===== config.mk =====
export PLATFORM = sky130hd
export DESIGN_NAME = uart_rx
export DESIGN_NICKNAME = d
export VERILOG_FILES = /design/src/rtl/uart_rx.sv
export SDC_FILE = /design/constraint.sdc
export NUM_CORES = 1
export LEC_CHECK = 0
export ABC_AREA = 1
export CORE_MARGIN = 10
export CORE_UTILIZATION = 58
export CTS_BUF_LIST = sky130_fd_sc_hd__clkbuf_4
export CTS_CLUSTER_DIAMETER = 60
export DETAILED_ROUTE_END_ITERATION = 10
export PLACE_DENSITY_LB_ADDON = 0.12
export SLEW_MARGIN = 15
export SYNTH_ARGS = -nofsm -noshare
export SYNTH_HDL_FRONTEND = slang
export SYNTH_SLANG_ARGS = --single-unit

===== constraint.sdc =====
create_clock -name clk -period 2.2 [get_ports clk]
set_clock_uncertainty 0.2 [all_clocks]
set_input_delay 0.33 -clock clk [delete_from_list [all_inputs] [get_ports clk]]
set_output_delay 0.33 -clock clk [all_outputs]
set_load 0.02 [all_outputs]

===== src/rtl/uart_rx.sv =====
// UART receiver: 16x oversampled, LSB first, mid-bit sampling.
// Flags a bad stop bit through frame_err while still delivering the word.
module uart_rx #(
    parameter int N_BITS  = 8,
    parameter int SB_TICK = 16
) (
    input  logic              clk,
    input  logic              reset,
    input  logic              rx,
    input  logic              s_tick,
    output logic [N_BITS-1:0] dout,
    output logic              rx_done_tick,
    output logic              frame_err
);

    localparam int NW = (N_BITS > 1) ? $clog2(N_BITS) : 1;

    typedef enum logic [1:0] {
        IDLE,
        START,
        DATA,
        STOP
    } state_t;

    state_t            state_q, state_d;
    logic [3:0]        s_q, s_d;
    logic [NW-1:0]     n_q, n_d;
    logic [N_BITS-1:0] b_q, b_d;
    logic [N_BITS-1:0] dout_d;
    logic              done_d;
    logic              fe_d;
    logic              rx_m;
    logic              rx_s;
    logic [N_BITS:0]   b_sh;

    // Line idles high, so the synchronizer comes out of reset at 1.
    always_ff @(posedge clk or negedge reset) begin
        if (!reset) begin
            rx_m <= 1'b1;
            rx_s <= 1'b1;
        end else begin
            rx_m <= rx;
            rx_s <= rx_m;
        end
    end

    always_ff @(posedge clk or negedge reset) begin
        if (!reset) begin
            state_q      <= IDLE;
            s_q          <= '0;
            n_q          <= '0;
            b_q          <= '0;
            dout         <= '0;
            rx_done_tick <= 1'b0;
            frame_err    <= 1'b0;
        end else begin
            state_q      <= state_d;
            s_q          <= s_d;
            n_q          <= n_d;
            b_q          <= b_d;
            dout         <= dout_d;
            rx_done_tick <= done_d;
            frame_err    <= fe_d;
        end
    end

    assign b_sh = {rx_s, b_q};

    always_comb begin
        state_d = state_q;
        s_d     = s_q;
        n_d     = n_q;
        b_d     = b_q;
        dout_d  = dout;
        done_d  = 1'b0;
        fe_d    = frame_err;
        unique case (state_q)
            IDLE: begin
                if (!rx_s) begin
                    state_d = START;
                    s_d     = '0;
                end
            end
            START: begin
                if (s_tick) begin
                    if (s_q == 4'd7) begin
                        if (!rx_s) begin
                            state_d = DATA;
                            s_d     = '0;
                            n_d     = '0;
                        end else begin
                            state_d = IDLE;
                        end
                    end else begin
                        s_d = s_q + 4'd1;
                    end
                end
            end
            DATA: begin
                if (s_tick) begin
                    if (s_q == 4'd15) begin
                        s_d = '0;
                        b_d = b_sh[N_BITS:1];
                        if (n_q == NW'(N_BITS - 1)) begin
                            state_d = STOP;
                        end else begin
                            n_d = n_q + NW'(1);
                        end
                    end else begin
                        s_d = s_q + 4'd1;
                    end
                end
            end
            STOP: begin
                if (s_tick) begin
                    if (s_q == 4'(SB_TICK - 1)) begin
                        dout_d  = b_q;
                        fe_d    = ~rx_s;
                        done_d  = 1'b1;
                        state_d = IDLE;
                    end else begin
                        s_d = s_q + 4'd1;
                    end
                end
            end
            default: begin
                state_d = IDLE;
            end
        endcase
    end

endmodule

### Word level (Yosys, flattened, before mapping)

Cells that the tools add are included.

| word-level totals | value |
|---|---|
| flip-flop bits (word level) | 29 |
| bits in latches | 0 |
| memory bits (writable) | 0 |
| memory bits (read-only) | 0 |
| input port bits | 4 |
| output and inout port bits | 10 |
| logic and storage cells | 64 |
| memories kept | 0 |

| operators by class | value |
|---|---|
| $add $sub $neg | 2 |
| multipliers | 0 |
| divide/modulo/power cells | 0 |
| $lt $le $gt $ge | 0 |
| equality and inequality tests | 17 |
| shifts and indexed selects | 0 |
| multiplexer cells | 28 |
| bitwise gates (word level) | 1 |
| reductions and logical operators | 7 |

Operator list:

| operator | count |
|---|---|
| two-way mux 4 bit | 7 |
| != test 2 bit (second input constant) | 11 |
| two-way mux 2 bit | 9 |
| two-way mux 3 bit | 6 |
| case mux 4 bit (4 select lines) | 1 |
| case mux 2 bit (4 select lines) | 1 |
| AND reduction 8 bit | 1 |
| AND reduction 7 bit | 1 |
| case mux 3 bit (2 select lines) | 1 |
| AND reduction 3 bit | 2 |
| adder 4 x 1 -> 4 bit (second input constant) | 1 |
| == test 2 bit (second input constant) | 2 |
| == test 4 x 3 -> 1 bit (second input constant) | 1 |
| == test 4 bit (second input constant) | 1 |
| AND reduction 4 bit | 1 |
| adder 3 x 1 -> 3 bit (second input constant) | 1 |
| == test 3 bit (second input constant) | 1 |
| two-way mux 1 bit | 3 |
| == test 2 x 1 -> 1 bit (second input constant) | 1 |
| logical NOT 2 bit | 1 |
| nonzero test 2 bit | 1 |
| NOT 1 bit | 1 |

### Logic depth before layout (Yosys ltp)

Gate-level depths: netlist of the first run.

| logic depth | value |
|---|---|
| depth after elaboration | 5 |
| gate-level depth with buffers | 10 |

### Worst setup path before layout of the first run

No wires, ideal clock.

| timing | value |
|---|---|
| kind | flip-flop to flip-flop |
| start | reg s_q[0] |
| end | reg b_q[0] |
| arrival time | 1.204 ns |
| required time | 1.874 ns |
| setup slack | 0.670 ns |
| cell stages (with the launch flop) | 6 |
| cell sequence | dfrtp_1 ha_1 nand3_4 nor3_4 buf_6 o21ai_0 |

| between the ends | value |
|---|---|
| longest elaborated chain between the ends | 2 |

RTL lines:

| element | line | RTL |
|---|---|---|
| start: declaration | 26 | `logic [3:0] s_q, s_d;` |
| start signal: assignment | 50 | `s_q <= '0;` |
| start signal: assignment | 58 | `s_q <= s_d;` |
| == test 4 bit | 101 | `if (s_q == 4'd15) begin` |
| AND reduction 3 bit (no line) | - |  |
| end signal: assignment | 52 | `b_q <= '0;` |
| end signal: assignment | 60 | `b_q <= b_d;` |
| end: declaration | 28 | `logic [N_BITS-1:0] b_q, b_d;` |

No other way between the ends.
A chain may end at the register's enable or synchronous reset.

### Worst setup path in the final report of the first run

| timing | value |
|---|---|
| start | reg frame_err |
| end | out frame_err |

RTL lines:

| element | line | RTL |
|---|---|---|
| start: declaration | 13 | `output logic frame_err` |
| start signal: assignment | 55 | `frame_err <= 1'b0;` |
| start signal: assignment | 63 | `frame_err <= fe_d;` |

No word-level cell between the ends.

==> impl_metrics.tcl, run 1 <==
set metrics [dict create \
    synth_cells 163 \
    final_hold_viol_count 0 \
    endpoint_kind "primary output" \
    cts_hold_buf 0 \
    regArea_um2 728 \
    crit_required_ns 1.67 \
    vdd_drop_max_mv 0.796 \
    dr.pass1.iters 4 \
    grt_overflow 0 \
    port_buffers 13 \
    cts_tree "done" \
    multi_input_area_um2 512 \
    setup_slack_ns 0.367 \
    cts_max_path_buffers 2 \
    path_cells "clkdlybuf4s50_1" \
    final_util_pct 70.2 \
    path_delay_family "buffers and inverters" \
    synth-seq-cells 29 \
    viasPerCell 5.06 \
    yosysMostFrequentCell "nand2_1" \
    setup_viol 0 \
    cp_num_buf_inv 1 \
    grt_max_degree 30 \
    die_h_um 68.3 \
    clk_latency_ns 0.32 \
    arrival_ns 1.30 \
    ys_warn_count 0 \
    leakage_nw 0.795 \
    initial_core_util_pct 61.1 \
    pre_cts_ws_ns 0.253 \
    synth_area_leaders "dfrtp_1 (50%), nand2_1 (15%), o21ai_0 (6.7%)" \
    synthTopCellsByCount "nand2_1 (53), dfrtp_1 (27), inv_1 (22), o21ai_0 (18), nor2_1 (14)" \
    syn_area_um2 1350 \
    relSlewSlack_pct 65.5 \
    setup.worst_path.class "flip-flop to primary output" \
    area_growth_pct 14.8 \
    dominantRegCellSynth "dfrtp_1" \
    crit_path_start_kind "flip-flop" \
    tightest_slew_ns 0.516 \
    hp-class "flip-flop to flip-flop" \
    grtUsageTotal_pct 12.7 \
    cap_violations 0 \
    yosysUniqueCellTypes 18 \
    avgSynthCellArea_um2 8.30 \
    gp_congestion 0.895 \
    fillers 182 \
    ant_nets 0 \
    drc_errors 0 \
    grt_pass1_wl_um 4490 \
    cp_slowest_cell "clkdlybuf4s50_1" \
    wire_per_inst_um 12.0 \
    max_freq_ghz 0.546 \
    clk_pin_slew_ns 0.09 \
    ctsRootBufferMaster "clkbuf_4" \
    routed_wl_um 2540 \
    tns_ns 0 \
    drive_gt1_share_pct 8.20 \
    ctsHtreeMaxLevel 2 \
    synth_top_area_share_pct 50.0 \
    dp_hpwl_um 1910 \
    finalNetCount 189 \
    antenna_found_initial 0 \
    powerDensity_nw_per_um2 885 \
    design.core.area_um2 2210 \
    num_antenna_cells 0 \
    slew_violations 0 \
    die_area_um2 4660 \
    synth_nets 170 \
    period_needed_ns 1.83 \
    outcome "complete, no violations" \
    rsz0062_at_grt "false" \
    synthArstFlopShare_pct 100 \
    cts_num_sinks 29 \
    die_w_um 68.3 \
    rows 17 \
    grt_pass1_vias 1046 \
    critPathMaxStageDelay_ns 0.62 \
    synth_top_cell_by_area "dfrtp_1" \
    synth_edf_count 0 \
    crit_fanout 2 \
    via_count 1067 \
    cts_resized 0 \
    cts_made_buffers 5 \
    post-cts-setup-buffer-count 0 \
    io_pins 14 \
    drt-initial-drc-count 50 \
    ys_seq_area_share_pct 53.8 \
    finalCritPeriodShare_pct 83.3 \
]
final timing paths:
path | startpoint | end | slack (ns) | depth (start not counted)
max | frame_err$_DFFE_PN0P_ | frame_err | 0.37 | 1
min | rx_m$_DFF_PN1_ | rx_s$_DFF_PN1_ | 0.16 | 0
max reg2reg | s_q[0]$_DFFE_PN0P_ | b_q[3]$_DFFE_PN0P_ | 0.44 | 4
min reg2reg | rx_m$_DFF_PN1_ | rx_s$_DFF_PN1_ | 0.16 | 0
max in group asynchronous | reset | rx_s$_DFF_PN1_ | 1.32 | 2
min in group asynchronous | reset | n_q[0]$_DFFE_PN0P_ | 0.17 | 2
sequential cells by signal, summed over array words and instances, names as in the netlist, named ones only:
| signal | count |
|---|---|
| n_q | 3 |
| frame_err | 1 |
| rx_s | 1 |
| s_q | 4 |
| rx_done_tick | 1 |
| b_q | 8 |
| rx_m | 1 |
| dout | 8 |
| state_q | 1 |
cells in the final DEF, fill, tap and decap left out, types with 3 or more instances in the layout:
cell / n
dfrtp_1: 27
clkdlybuf4s50_1: 13
nand3_1: 8
nor2_1: 14
o21ai_0: 18
clkbuf_4: 5
ha_1: 3
o21ai_1: 4
inv_1: 22
nand2_1: 53
metrics by stage:
step           hold slack (ns)  instance area (um^2)  std cells  power, mW
5_1_grt                  0.171                  1550        211       1.50
2_1_floorplan           -0.166                  1350        163      0.982
4_1_cts                  0.167                  1550        211       1.38
3_3_place_gp             0.149                  1500        203       1.06
3_5_place_dp             0.150                  1500        203       1.09
6_report                 0.164                  1550        211       1.37
cell type report:
| type | count | share of cell area (%) |
|---|---|---|
| multi-input combinational | 108 | 33.0 |
| sequential | 29 | 46.9 |
| clock buffer | 5 | 2.42 |
| clock inverter | 3 | 0.806 |
| timing repair buffer | 14 | 8.86 |
| tap | 28 | 2.26 |
| inverter | 24 | 5.80 |
routing by layer:
metal	up-vias	track usage, %	routed length (um)	share of wire, %
met2	21	21.3	1220	48
met5	-	0	0	0
li1	546	-	-	-
met3	7	4.57	137	5.4
met4	0	6.78	44	1.7
met1	493	13.6	1130	44
kinds of logic after synthesis:
kind of cell	count (synthesis)	synth area share, %
simple gates	81	25.9
xor+xnor	1	0.648
buf+inv	26	8.33
flops	29	53.8
fa+ha+maj	3	2.78
compound gates	23	8.51
report_power, final:
part           internal, mW  total [mW]  switching [mW]
Sequential            0.597       0.669          0.0729
Combinational         0.133       0.413           0.280
Clock                 0.115       0.292           0.177
Total                 0.845        1.37           0.530
(Power assumes the default switching activity.)
==> run 2, diff against run 1 <==
--- a/config.mk
+++ b/config.mk
@@ -7,7 +7,7 @@
 export LEC_CHECK = 0
 export ABC_AREA = 1
 export CORE_MARGIN = 10
-export CORE_UTILIZATION = 58
+export CORE_UTILIZATION = 52
 export CTS_BUF_LIST = sky130_fd_sc_hd__clkbuf_4
 export CTS_CLUSTER_DIAMETER = 60
 export DETAILED_ROUTE_END_ITERATION = 10
==> constraint.sdc (replaced) <==
create_clock -name clk -period 1.6 [get_ports clk]
set_clock_uncertainty 0.2 [all_clocks]
set_input_delay 0.24 -clock clk [delete_from_list [all_inputs] [get_ports clk]]
set_output_delay 0.24 -clock clk [all_outputs]
set_load 0.02 [all_outputs]
==> impl_metrics.tcl, run 2 (synthesized netlist as in run 1, its figures left out) <==
set metrics [dict create \
    wire_per_inst_um 12.8 \
    ant_nets 0 \
    crit_start "s_q[0]$_DFFE_PN0P_" \
    period_needed_ns 1.55 \
    switchingPower_mw 0.864 \
    switching_share_pct 39.2 \
    clk_latency_ns 0.33 \
    routed_wl_um 2840 \
    rsz0062_at_grt "true" \
    grt_pass1_wl_um 4600 \
    mostFrequentLayoutCells "nand2_1 (48), dfrtp_1 (25), inv_1 (20)" \
    pre_cts_ws_ns -0.140 \
    p_int_mw 1.34 \
    crit_top_cell "nand2_1" \
    fin_area_um2 1720 \
    cap_violations 0 \
    io_pins 14 \
    cts_max_path_buffers 2 \
    initial_core_util_pct 54.6 \
    crit_path_start_kind "flip-flop" \
    finalCritPeriodShare_pct 96.6 \
    final_hold_viol_count 0 \
    cp_slowest_cell "dfrtp_1" \
    gp_congestion 0.825 \
    grt_pass1_vias 1065 \
    mostFrequentLayoutCell "nand2_1" \
    drt-initial-drc-count 60 \
    ctsHtreeMaxLevel 2 \
    setup_slack_ns 0.0543 \
    postPlaceCellArea_um2 1560 \
    ctsRootBufferMaster "clkbuf_4" \
    cts_tree "done" \
    area_growth_pct 27.4 \
    clk_pin_slew_ns 0.09 \
    tightest_slew_ns 0.257 \
    reg_top3 "b_q (8), dout (8), s_q (4)" \
    max_freq_ghz 0.647 \
    rows 18 \
    arrival_ns 1.57 \
    outcome "complete, no violations" \
    cts_num_sinks 29 \
    finalNetCount 198 \
    antenna_found_initial 0 \
    pwr-share-seq_pct 42.4 \
    relSlewSlack_pct 82.7 \
    endpoint_kind "flip-flop" \
    fillers 205 \
    via_count 1137 \
    multi_input_area_um2 592 \
    cts_made_buffers 5 \
    combPwrFrac_pct 37.9 \
    whs_ns 0.0571 \
    p_clk_share_pct 19.7 \
    crit_required_ns 1.63 \
    dr.pass1.iters 4 \
    hp-class "input port to async pin" \
    path_cells "ha_4, nand3_4, nand2_2, nand2_1, nor2_4, nand3_1, nand2_1, nand2_1" \
    cp_num_buf_inv 0 \
    regArea_um2 731 \
    dp_hpwl_um 1960 \
    vdd_drop_max_mv 0.819 \
    grt_max_degree 20 \
    die_w_um 71 \
    slew_violations 0 \
    port_buffers 13 \
    num_antenna_cells 0 \
    die_area_um2 5040 \
    grt_overflow 0 \
    critPathMaxStageDelay_ns 0.40 \
    finalPower_mw 2.21 \
    path_delay_family "simple AND/OR/NAND/NOR gates" \
    powerDensity_nw_per_um2 1280 \
    r2r-start "s_q[0]$_DFFE_PN0P_" \
    drc_errors 0 \
    leakage_nw 0.903 \
    crit_fanout 5 \
    viasPerCell 5.12 \
    setup.worst_path.class "flip-flop to flip-flop" \
    setup_viol 0 \
    drive_gt1_share_pct 23.4 \
    die_h_um 71 \
    design.core.area_um2 2480 \
    grtUsageTotal_pct 11.2 \
]
## run 2: stage by stage
| step | TNS, ns | cells | utilization (%) |
|---|---|---|---|
| 6_report | 0 | 222 | 69.5 |
| 5_1_grt | -0.303 | 222 | 69.5 |
| 4_1_cts | 0 | 219 | 65.4 |
| 3_5_place_dp | -0.976 | 210 | 62.8 |
| 3_3_place_gp | -0.378 | 210 | 62.8 |
| 2_1_floorplan | 0 | 163 | - |
## run 2: power by group through the flow
| stage | combinational, mW | clock [mW] | sequential, mW |
|---|---|---|---|
| 2_1_floorplan | 0.441 | 0 | 0.909 |
| 3_3_place_gp | 0.584 | 0 | 0.917 |
| 3_5_place_dp | 0.611 | 0 | 0.924 |
| 4_1_cts | 0.644 | 0.449 | 0.908 |
| 5_1_grt | 0.943 | 0.483 | 0.951 |
| 6_report | 0.836 | 0.435 | 0.937 |
## run 2: worst register-to-register path, cell delays in order, from the launching register on
cell,delay (ns)
dfrtp_1,0.40
ha_4,0.18
nand3_4,0.13
nand2_2,0.11
nand2_1,0.09
nor2_4,0.14
nand3_1,0.08
nand2_1,0.06
nand2_1,0.04
## run 2: cell type report
cell class / count / share of cell area [%]
sequential: 29 / 42.4
multi-input combinational: 108 / 34.4
timing repair buffer: 23 / 12.6
inverter: 24 / 5.23
clock buffer: 6 / 2.61
tap: 30 / 2.18
clock inverter: 2 / 0.581
## run 2: worst paths after layout
kind	to	slack [ns]	depth (start not counted)
max	flip-flop	0.05	8
min	s_q[3]$_DFFE_PN0P_	0.06	2
max reg2reg	flip-flop	0.05	8
min reg2reg	rx_s$_DFF_PN1_	0.17	0
max in group asynchronous	rx_m$_DFF_PN1_	0.91	2
min in group clk	rx_m$_DFF_PN1_	0.12	1
## run 2: routing by layer
layer	up-vias	routed length, um	GRT usage (%)
met5	-	0	0
met4	0	43	3.87
met3	6	173	5.58
met2	30	1460	19.2
met1	532	1160	11.7
li1	569	-	-
## run 2: repair_timing
action	in CTS	in global routing
pin swaps	4	10
resized for setup	15	25
hold buffers	0	0
cloned	0	0
endpoints found under the setup margin	29	24
buffers inserted	1	3
==> run 3, diff against run 2 <==
==> constraint.sdc (replaced) <==
create_clock -name clk -period 1.4 [get_ports clk]
set_clock_uncertainty 0.2 [all_clocks]
set_input_delay 0.21 -clock clk [delete_from_list [all_inputs] [get_ports clk]]
set_output_delay 0.21 -clock clk [all_outputs]
set_load 0.02 [all_outputs]
==> impl_metrics.tcl, run 3 (synthesized netlist as in run 1, its figures left out) <==
set metrics [dict create \
    grt_pass1_wl_um 5210 \
    multi_input_area_um2 671 \
    endpoint_kind "flip-flop" \
    die_w_um 71 \
    r2r-start "n_q[1]$_DFFE_PN0P_" \
    gp_congestion 0.784 \
    crit_required_ns 1.43 \
    finalNetCount 211 \
    crit_fanout 3 \
    clk_pin_slew_ns 0.09 \
    worst-r2r-cell-count 10 \
    violations "negative setup slack" \
    routed_wl_um 3200 \
    postPlaceCellArea_um2 1690 \
    antenna_found_initial 0 \
    drc_errors 0 \
    arrival_ns 1.60 \
    regArea_um2 731 \
    vdd_drop_max_mv 1.17 \
    cts_max_path_buffers 2 \
    reg_top3 "b_q (8), dout (8), s_q (4)" \
    reg2reg_to "n_q[2]$_DFFE_PN0P_" \
    drive_gt1_share_pct 44.4 \
    initial_core_util_pct 54.6 \
    via_count 1209 \
    period_needed_ns 1.57 \
    outcome "complete, but fails checks" \
    path_delay_family "flip-flops" \
    viasPerCell 5.14 \
    dr.pass1.iters 4 \
    pre_cts_ws_ns -0.344 \
    leakage_nw 0.961 \
    die_h_um 71 \
    setup_slack_ns -0.171 \
    final_hold_viol_count 0 \
    drt-initial-drc-count 95 \
    cp_slowest_cell "dfrtp_1" \
    wire_per_inst_um 13.6 \
    num_antenna_cells 0 \
    critPathMaxStageDelay_ns 0.39 \
    cts_num_sinks 29 \
    tightest_slew_ns 0.213 \
    setup_viol 26 \
    slew_violations 0 \
    clk_latency_ns 0.33 \
    rows 18 \
    grt_max_degree 30 \
    rsz0062_at_grt "true" \
    port_buffers 13 \
    ant_nets 0 \
    powerDensity_nw_per_um2 1490 \
    cp_num_buf_inv 2 \
    finalCritPeriodShare_pct 112 \
    mostFrequentLayoutCell "nand2_1" \
    crit_top_cell "nand2_2" \
    cap_violations 0 \
    rrSetupSlack_ns -0.17 \
    mostFrequentLayoutCells "nand2_1 (34), dfrtp_1 (25), buf_4 (19)" \
    cts_made_buffers 5 \
    relSlewSlack_pct 85.8 \
    grt_overflow 0 \
    die_area_um2 5040 \
    design.core.area_um2 2480 \
    ctsRootBufferMaster "clkbuf_4" \
    grt_pass1_vias 1213 \
    finalPower_mw 2.79 \
    cts_tree "done" \
    fin_area_um2 1870 \
    fillers 172 \
    ctsHtreeMaxLevel 2 \
    max_freq_ghz 0.637 \
    dp_hpwl_um 2020 \
    grtUsageTotal_pct 12.8 \
    crit_path_start_kind "flip-flop" \
    path_cells "ha_2, ha_4, inv_2, nand2_2, nand2_2, o21ai_2, inv_1, nand2_2, nand2_1, nand2_1" \
    io_pins 14 \
    area_growth_pct 38.6 \
    hp-class "input port to async pin" \
    setup.worst_path.class "flip-flop to flip-flop" \
]
run 3: power by group:
group | switching, mW | internal, mW | total, mW
logic | 0.714 | 0.560 | 1.27
clock network | 0.289 | 0.181 | 0.470
registers | 0.103 | 0.943 | 1.05
run 3: worst max path at each step:
stage / start / endpoint / slack (ns) / cells after the start
after global placement: s_tick / s_q[2]$_DFFE_PN0P_ / -0.27 / 8
after floorplan: s_q[0]$_DFFE_PN0P_ / s_q[2]$_DFFE_PN0P_ / -0.04 / 6
after global routing: state_q[0]$_DFFE_PN0P_ / n_q[2]$_DFFE_PN0P_ / -0.24 / 10
after CTS: s_q[0]$_DFFE_PN0P_ / b_q[3]$_DFFE_PN0P_ / -0.14 / 6
final: n_q[1]$_DFFE_PN0P_ / n_q[2]$_DFFE_PN0P_ / -0.17 / 10
after detailed placement: s_tick / s_q[2]$_DFFE_PN0P_ / -0.34 / 8
run 3: per-stage QoR:
| stage | std cells | hold slack (ns) | setup TNS, ns | util (%) |
|---|---|---|---|---|
| detailed placement | 222 | 0.149 | -4.98 | 68.0 |
| global route | 235 | 0.0363 | -5.31 | 75.7 |
| CTS | 233 | 0.0255 | -2.68 | 72.0 |
| floorplan | 163 | -0.286 | -0.583 | - |
| global placement | 222 | 0.147 | -4.15 | 68.0 |
| finish | 235 | 0.0296 | -3.15 | 75.7 |
run 3: area by class of cell:
class                           instances  area share, %
Sequential cell                        29           39.0
Timing Repair Buffer                   36           15.8
Clock inverter                          3          0.668
Inverter                               24           4.81
Multi-Input combinational cell        108           35.8
Clock buffer                            5           2.00
Tap cell                               30           2.00
run 3: what timing repair did:
action	in CTS	in global routing
setup endpoints to repair	37	28
hold buffers	0	0
pin swaps	9	18
gates cloned	1	0
setup buffers	2	4
resized for setup	49	40
run 3: layer usage:
layer	vias to the layer above	GRT usage [%]	share of wire (%)	wire, um
met5	-	0	0	0
met4	0	7.31	2.3	74
met3	7	4.04	3.5	112
met2	22	21.7	50	1610
met1	583	13.7	44	1400
li1	597	-	-	-
